==> config.mk <==
export PLATFORM = sky130hd
export DESIGN_NAME = hazard_ctrl
export DESIGN_NICKNAME = d
export VERILOG_FILES = /design/src/rtl/hazard_ctrl.sv
export SDC_FILE = /design/constraint.sdc
export NUM_CORES = 1
export LEC_CHECK = 0
export BUFFER_PORTS_ARGS = -buffer_cell sky130_fd_sc_hd__clkbuf_2
export CORE_MARGIN = 2
export CORE_UTILIZATION = 44
export CTS_CLUSTER_SIZE = 16
export DETAILED_ROUTE_END_ITERATION = 8
export HOLD_SLACK_MARGIN = 0.15
export PLACE_DENSITY = 0.78
export SLEW_MARGIN = 15
export SYNTH_ARGS = -nofsm -noshare
export SYNTH_HDL_FRONTEND = slang
export SYNTH_SLANG_ARGS = --single-unit
==> constraint.sdc <==
create_clock -name clk -period 1.53 [get_ports clk]
set_clock_uncertainty 0.05 [all_clocks]
set_input_delay 0.2295 -clock clk [delete_from_list [all_inputs] [get_ports clk]]
set_output_delay 0.2295 -clock clk [all_outputs]
set_load 0.02 [all_outputs]
==> src/rtl/hazard_ctrl.sv <==
// hazard_ctrl: stall/bubble/flush/hold sequencing for the IF-ID-EX-MEM-WB pipeline.
// Define HAZARD_FORWARD_EN for EX operand forwarding; the default build interlocks only.
module hazard_ctrl #(
  parameter int REG_AW     = 2,
  parameter int MUL_CYCLES = 3
) (
  input  logic              clk,
  input  logic              reset_n,
  input  logic              id_valid,
  input  logic [3:0]        id_opcode,
  input  logic [REG_AW-1:0] id_rd,
  input  logic [REG_AW-1:0] id_rs1,
  input  logic [REG_AW-1:0] id_rs2,
  input  logic              ex_branch_taken,
  output logic              stall,
  output logic              bubble,
  output logic              flush,
  output logic              ex_hold,
  output logic [1:0]        fwd_a,
  output logic [1:0]        fwd_b
);

  typedef enum logic [1:0] {
    OP_LDA = 2'b00,
    OP_STA = 2'b01,
    OP_IMM = 2'b10,
    OP_BAF = 2'b11
  } op_class_e;

  localparam logic [3:0] MUL_LOAD = 4'(MUL_CYCLES - 1);

  op_class_e id_class;
  logic      id_writes;
  logic      id_rs2_used;
  logic      id_is_mul;
  logic      id_advance;
  logic      hazard;

  // Shadow slots: EX carries enough to forward, MEM/WB only the write target.
  logic              ex_v_q,   ex_v_d;
  logic [REG_AW-1:0] ex_rd_q,  ex_rd_d;
  logic              ex_wr_q,  ex_wr_d;
  logic              mem_v_q,  mem_v_d;
  logic [REG_AW-1:0] mem_rd_q, mem_rd_d;
  logic              mem_wr_q, mem_wr_d;
  logic              wb_v_q,   wb_v_d;
  logic [REG_AW-1:0] wb_rd_q,  wb_rd_d;
  logic              wb_wr_q,  wb_wr_d;
  logic [3:0]        mul_cnt_q, mul_cnt_d;

`ifdef HAZARD_FORWARD_EN
  logic              id_is_load;
  logic              ex_load_q, ex_load_d;
  logic [REG_AW-1:0] ex_rs1_q,  ex_rs1_d;
  logic [REG_AW-1:0] ex_rs2_q,  ex_rs2_d;
  logic              ex_rs2u_q, ex_rs2u_d;
`endif

  function automatic logic rd_hit(
    input logic              v,
    input logic              wr,
    input logic [REG_AW-1:0] rd,
    input logic [REG_AW-1:0] rs1,
    input logic [REG_AW-1:0] rs2,
    input logic              use2
  );
    return v && wr && ((rd == rs1) || (use2 && (rd == rs2)));
  endfunction

`ifdef HAZARD_FORWARD_EN
  function automatic logic [1:0] fwd_sel(
    input logic [REG_AW-1:0] src,
    input logic              src_used,
    input logic              m_v,
    input logic              m_wr,
    input logic [REG_AW-1:0] m_rd,
    input logic              w_v,
    input logic              w_wr,
    input logic [REG_AW-1:0] w_rd
  );
    logic [1:0] sel;
    sel = 2'b00;
    if (src_used) begin
      if (m_v && m_wr && (m_rd == src)) begin
        sel = 2'b01;
      end else if (w_v && w_wr && (w_rd == src)) begin
        sel = 2'b10;
      end
    end
    return sel;
  endfunction
`endif

  always_comb begin
    id_class    = op_class_e'(id_opcode[3:2]);
    id_writes   = (id_class == OP_LDA) || (id_class == OP_IMM);
    id_rs2_used = (id_class == OP_STA);
    id_is_mul   = (id_class == OP_IMM) && (id_opcode[1:0] == 2'b10);
`ifdef HAZARD_FORWARD_EN
    id_is_load  = (id_class == OP_LDA);
`endif
  end

  // With forwarding only a load still in EX cannot supply its result in time.
`ifdef HAZARD_FORWARD_EN
  assign hazard = id_valid &&
                  rd_hit(ex_v_q, ex_load_q, ex_rd_q, id_rs1, id_rs2, id_rs2_used);
  assign fwd_a  = fwd_sel(ex_rs1_q, ex_v_q, mem_v_q, mem_wr_q, mem_rd_q,
                          wb_v_q, wb_wr_q, wb_rd_q);
  assign fwd_b  = fwd_sel(ex_rs2_q, ex_v_q && ex_rs2u_q, mem_v_q, mem_wr_q, mem_rd_q,
                          wb_v_q, wb_wr_q, wb_rd_q);
`else
  assign hazard = id_valid &&
                  (rd_hit(ex_v_q,  ex_wr_q,  ex_rd_q,  id_rs1, id_rs2, id_rs2_used) ||
                   rd_hit(mem_v_q, mem_wr_q, mem_rd_q, id_rs1, id_rs2, id_rs2_used) ||
                   rd_hit(wb_v_q,  wb_wr_q,  wb_rd_q,  id_rs1, id_rs2, id_rs2_used));
  assign fwd_a  = 2'b00;
  assign fwd_b  = 2'b00;
`endif

  always_comb begin
    stall   = 1'b0;
    bubble  = 1'b0;
    flush   = 1'b0;
    ex_hold = 1'b0;
    if (mul_cnt_q != 4'd0) begin
      ex_hold = 1'b1;
      stall   = 1'b1;
    end else if (ex_branch_taken) begin
      flush  = 1'b1;
      bubble = 1'b1;
    end else if (hazard) begin
      stall  = 1'b1;
      bubble = 1'b1;
    end
  end

  assign id_advance = id_valid && !bubble;

  always_comb begin
    ex_v_d   = ex_v_q;
    ex_rd_d  = ex_rd_q;
    ex_wr_d  = ex_wr_q;
    mem_v_d  = ex_v_q;
    mem_rd_d = ex_rd_q;
    mem_wr_d = ex_wr_q;
    wb_v_d   = mem_v_q;
    wb_rd_d  = mem_rd_q;
    wb_wr_d  = mem_wr_q;
`ifdef HAZARD_FORWARD_EN
    ex_load_d = ex_load_q;
    ex_rs1_d  = ex_rs1_q;
    ex_rs2_d  = ex_rs2_q;
    ex_rs2u_d = ex_rs2u_q;
`endif
    mul_cnt_d = (mul_cnt_q != 4'd0) ? (mul_cnt_q - 4'd1) : 4'd0;

    if (ex_hold) begin
      mem_v_d  = 1'b0;
      mem_wr_d = 1'b0;
    end else begin
      ex_v_d  = id_advance;
      ex_rd_d = id_advance ? id_rd : '0;
      ex_wr_d = id_advance && id_writes;
`ifdef HAZARD_FORWARD_EN
      ex_load_d = id_advance && id_is_load;
      ex_rs1_d  = id_advance ? id_rs1 : '0;
      ex_rs2_d  = id_advance ? id_rs2 : '0;
      ex_rs2u_d = id_advance && id_rs2_used;
`endif
      if (id_advance && id_is_mul) begin
        mul_cnt_d = MUL_LOAD;
      end
    end
  end

  always_ff @(posedge clk) begin
    if (!reset_n) begin
      ex_v_q    <= 1'b0;
      ex_rd_q   <= '0;
      ex_wr_q   <= 1'b0;
      mem_v_q   <= 1'b0;
      mem_rd_q  <= '0;
      mem_wr_q  <= 1'b0;
      wb_v_q    <= 1'b0;
      wb_rd_q   <= '0;
      wb_wr_q   <= 1'b0;
      mul_cnt_q <= 4'd0;
`ifdef HAZARD_FORWARD_EN
      ex_load_q <= 1'b0;
      ex_rs1_q  <= '0;
      ex_rs2_q  <= '0;
      ex_rs2u_q <= 1'b0;
`endif
    end else begin
      ex_v_q    <= ex_v_d;
      ex_rd_q   <= ex_rd_d;
      ex_wr_q   <= ex_wr_d;
      mem_v_q   <= mem_v_d;
      mem_rd_q  <= mem_rd_d;
      mem_wr_q  <= mem_wr_d;
      wb_v_q    <= wb_v_d;
      wb_rd_q   <= wb_rd_d;
      wb_wr_q   <= wb_wr_d;
      mul_cnt_q <= mul_cnt_d;
`ifdef HAZARD_FORWARD_EN
      ex_load_q <= ex_load_d;
      ex_rs1_q  <= ex_rs1_d;
      ex_rs2_q  <= ex_rs2_d;
      ex_rs2u_q <= ex_rs2u_d;
`endif
    end
  end

endmodule

; ---- Word-level counts from Yosys, hierarchy flattened
; Cells that the tools add are included.
[totals]
regBits = 16
input_bits = 14
out_inout_bits = 8
word_cells = 57
[classes]
add_sub_neg = 1
n_eq_ne = 9
n_mux = 12
bitwise_logic = 1
n_reduce_logical = 24
[op_table]
columns = operator, count
row1 = $logic_and 1x1->1, 14
row2 = $eq 2x2->1, 6
row3 = $mux 4, 3
row4 = $mux 1, 8
row5 = $logic_or 1x1->1, 6
row6 = $eq 2x2->1 const B, 2
row7 = $reduce_bool 4->1, 1
row8 = $sub 4x1->4 const B, 1
row9 = $eq 2x1->1 const B, 1
row10 = $logic_not 2->1, 1
row11 = $mux 2, 1
row12 = $reduce_or 2->1, 1
row13 = $logic_not 1->1, 1
row14 = $not 1->1, 1

; ---- Longest topological paths before layout
[depth]
depth_word = 15
ltp_mapped = 6
ltp_nobuf = 6

; ---- Worst setup path before layout
; No wires, ideal clock.
[synth_path]
path_kind = reg-to-output
start = register mem_rd_q[0]
end = output stall
arrival_ns = 1.481
required_time_ns = 1.250
path_slack_ns = -0.231
stages_incl_launch_ff = 6
path_buffers = 0
path_cell_list = dfxtp_1 xor2_1 nor3_1 o32ai_1 nor4b_4 o21ai_0
[synth_between]
elab_chain_len = 10
elab_cells_between_ends = 11
cone_classes = 2 x eq/ne / 3 x mux / 6 x reduce/logical
[synth_rtl]
columns = item, line_no
row1 = from (decl), 44  ; logic [REG_AW-1:0] mem_rd_q, mem_rd_d;
row2 = from (signal assigned), 200  ; mem_rd_q <= mem_rd_d;
row3 = $eq 2x2->1, 67  ; return v && wr && ((rd == rs1) || (use2 && (rd == rs2)));
row4 = $logic_and 1x1->1, 67
row5 = $logic_or 1x1->1 *, 67
row6 = $logic_and 1x1->1 *, 67
row7 = $logic_or 1x1->1 *, 114  ; (rd_hit(ex_v_q, ex_wr_q, ex_rd_q, id_rs1, id_rs2, id_rs2_used) ||
row8 = $logic_or 1x1->1 *, 115  ; rd_hit(mem_v_q, mem_wr_q, mem_rd_q, id_rs1, id_rs2, id_rs2_used) ||
row9 = $logic_and 1x1->1 *, 113  ; assign hazard = id_valid &&
row10 = $mux 1 *, 132  ; end else if (hazard) begin
row11 = $mux 1 *, 129  ; end else if (ex_branch_taken) begin
row12 = $mux 1 *, 126  ; if (mul_cnt_q != 4'd0) begin
row13 = to (decl), 15  ; output logic stall,
; Every way passes the cells marked *; elsewhere a longest branch is shown, timed or not.

; ---- Worst setup path in the final report
[layout_path]
start = register mem_rd_q[0]
end = output bubble
[layout_between]
elab_chain_len = 10
elab_cells_between_ends = 11
cone_classes = 2 x eq/ne / 3 x mux / 6 x reduce/logical
[layout_rtl]
columns = item, line_no
row1 = $eq 2x2->1, 67
row2 = $logic_and 1x1->1, 67
row3 = $logic_or 1x1->1 *, 67
row4 = $logic_and 1x1->1 *, 67
row5 = $logic_or 1x1->1 *, 114
row6 = $logic_or 1x1->1 *, 115
row7 = $logic_and 1x1->1 *, 113
row8 = $mux 1 *, 132
row9 = $mux 1 *, 129
row10 = $mux 1 *, 126
row11 = to (decl), 16  ; output logic bubble,
; Marks and branches as above.

==> reports/metrics.yaml <==
global_routing:
  grt_pass1_vias: 645
  grt_antenna_before_repair: 0
  grt_overflow: 0
  grt_max_degree: 12
  grt_pass1_wl_mm: 2.670
  grt_use_total_pct: 18.21
sta:
  fmax_mhz: 483.4
  finalSetupViolCount: 7
  whs_ps: 240.7
  tns_ps: -1941
  setup_ws_ps: -538.5
  slew_viol_final: 0
  rsz0062_at_grt: "true"
  min_period_ps: 2068
  final.period_utilization_pct: 135.2
  hold_viol: 0
setup_path:
  required_ps: 1250
  r2r_cells: 6
  worstSetupStartpointType: "register"
  startpoint: "mem_rd_q[0]"
  cp.arrival_ps: 1790
  crit_fanout: 3
  rr_endpoint: "ex_rd_q[0]"
  r2r_start: "mem_rd_q[0]"
  crit_type: "reg -> out"
  cp-end-kind: "primary output"
  rrSetupSlack_ps: -200
  worstSetupEndpoint: "bubble"
cts:
  cts_buffer_depth: 2
  cts_tree: "done"
  htreeDepth: 1
  path_clk_slew_ps: 90
  clk_latency_ps: 290
  cts_buffers: 3
  cts_root_buf: "clkbuf_4"
  cts.sinks: 16
floorplan:
  core_region_area_um2: 1708
  io_pins: 22
  dieArea_um2: 2159
  rows: 15
  die_h_um: 46.46
  start_util_pct: 46.45
  die_x_um: 46.46
synthesis:
  synth_compound_area_share_pct: 10.25
  synthSimpleGateAreaFrac_pct: 26.97
  synth_edf_count: 0
  synth_cell_types: 26
  synth_top_family_by_area: "simple AND/OR/NAND/NOR gates"
  ys.warnings.count: 0
  async_flop_share_pct: 0
  synth_area_um2: 793.3
  syn_inst: 86
  seq_area_frac_synth_pct: 40.38
  synth_fa_ha_area_share_pct: 1.577
  syn_area_per_cell_um2: 9.224
  ys_seq_elements: 16
  yosys_most_used_dff: "dfxtp_1"
  synthMuxAreaShare_pct: 0
  synth_xor_area_share_pct: 13.25
final_layout:
  final_cell_mix: "14 x dfxtp_1, 14 x clkbuf_2, 12 x buf_4, 7 x and2_1"
  drive_above_1_share_pct: 39.83
  postLayoutCellArea_um2: 1116
  antennaDiodeCount: 0
  area_growth_pct: 40.69
  num-nets-final: 134
  fin_util_pct: 65.35
detailed_routing:
  routed_wl_mm: 1.808
  route.vias.total: 715
  avgViaCountPerCell: 5.000
  avgRoutedWirePerCell_um: 12.64
  drt_first_pass_iters: 4
  drtAntennaViolNets: 0
  drcViolationCount: 0
  first_iter_violations: 8
run:
  maxCapViolCount: 0
pwr:
  powerDensity_nw_per_um2: 1479
  leakage_nw: 0.5008
  finalPower_mw: 1.650
  ir_drop_uv: 1258
hold_path:
  hold_path_depth: 2
  min_path_type: "in -> reg"
placed_design:
  placed_area_um2: 963.4
  portBuffers: 17
  dpl.hpwl_mm: 1.283
  place.gp.congestion: 0.7919
run_status:
  violations: "setup timing"
  outcome: "finished with violations"
-- Yosys cell counts (all sizes together) (3+ instances only) --
library cell / count / area (um^2)
nand4b: 3 / 26.28
nand2: 4 / 15.01
dfxtp: 16 / 320.3
nor3: 6 / 30.03
xor2: 7 / 61.31
xnor2: 5 / 43.79
buf: 4 / 30.03
inv: 6 / 22.52
nor2: 5 / 18.77
a32o: 3 / 30.03
and2: 8 / 50.05
and3: 3 / 18.77
-- metrics by stage --
| step | setup WS (ps) | instances |
|---|---|---|
| after detailed placement | -278.0 | 135 |
| final | -538.5 | 143 |
| after global placement | -160.5 | 135 |
| after floorplan | -91.28 | 89 |
| after global routing | -644.3 | 143 |
| after CTS | -549.7 | 143 |
-- cells by family after synthesis --
| logic type | count (synthesis) |
|---|---|
| and+or+nand+nor | 35 |
| DFF | 16 |
| xor gates and xnor gates | 12 |
| buffers and inverters | 11 |
| AOI/OAI and AO/OA | 10 |
| adders and majority gates | 1 |
| other | 1 |
-- repair_timing --
item | 4_1_cts | 5_1_grt
gates resized for setup | 16 | 6
setup endpoints to repair | 8 | 9
endpoints found under the hold margin | 2 | 0
buffers inserted | 2 | 0
pin swaps | 7 | 3
hold buffers | 2 | 0
-- power by group --
part           switching [mW]  internal, mW  leakage, nW
Combinational           0.419         0.412        0.349
Clock                   0.134         0.145       0.0210
Sequential             0.0510         0.490        0.131
-- critical path, stage by stage (launching register included) --
cell and delay, ps:
dfxtp_4 370, xor2_2 180, nor3_2 70, o32ai_2 280, nor4b_4 350, o21bai_2 90
clkbuf_8 150
-- layout make-up --
class | instances | area, um^2
sequential | 16 | 325.3
clock buffer | 4 | 36.28
multi-input combinational | 62 | 489.2
timing repair buffer | 30 | 209.0
inverter | 6 | 25.02
fill | 148 | 591.8
tap | 25 | 31.28
-- per-layer routing --
layer  vias up  GRT usage, %  routed length (um)
met4         0         8.000                  47
met2        18         33.33                 981
met1       334         18.27                 707
li1        356             -                   -
met5         -             0                   0
met3         7         6.275                  72
-- how the worst min path moves through the flow --
stage                       from      endpoint  slack (ps)
finish                   reset_n    wb_rd_q[0]         240
global route             reset_n   mem_rd_q[0]         260
CTS                      reset_n    wb_rd_q[0]         230
detailed placement  mul_cnt_q[0]  mul_cnt_q[0]         390
global placement    mul_cnt_q[0]  mul_cnt_q[0]         380
floorplan               id_rd[0]    ex_rd_q[0]         330
-- state kept, by name, summed over array words and instances, names as in the netlist --
register / flops
ex_rd_q: 2
ex_v_q: 1
ex_wr_q: 1
mem_rd_q: 2
mem_v_q: 1
mem_wr_q: 1
mul_cnt_q: 4
wb_rd_q: 2
wb_v_q: 1
wb_wr_q: 1
Note: power is estimated with default switching activity, not from simulation.
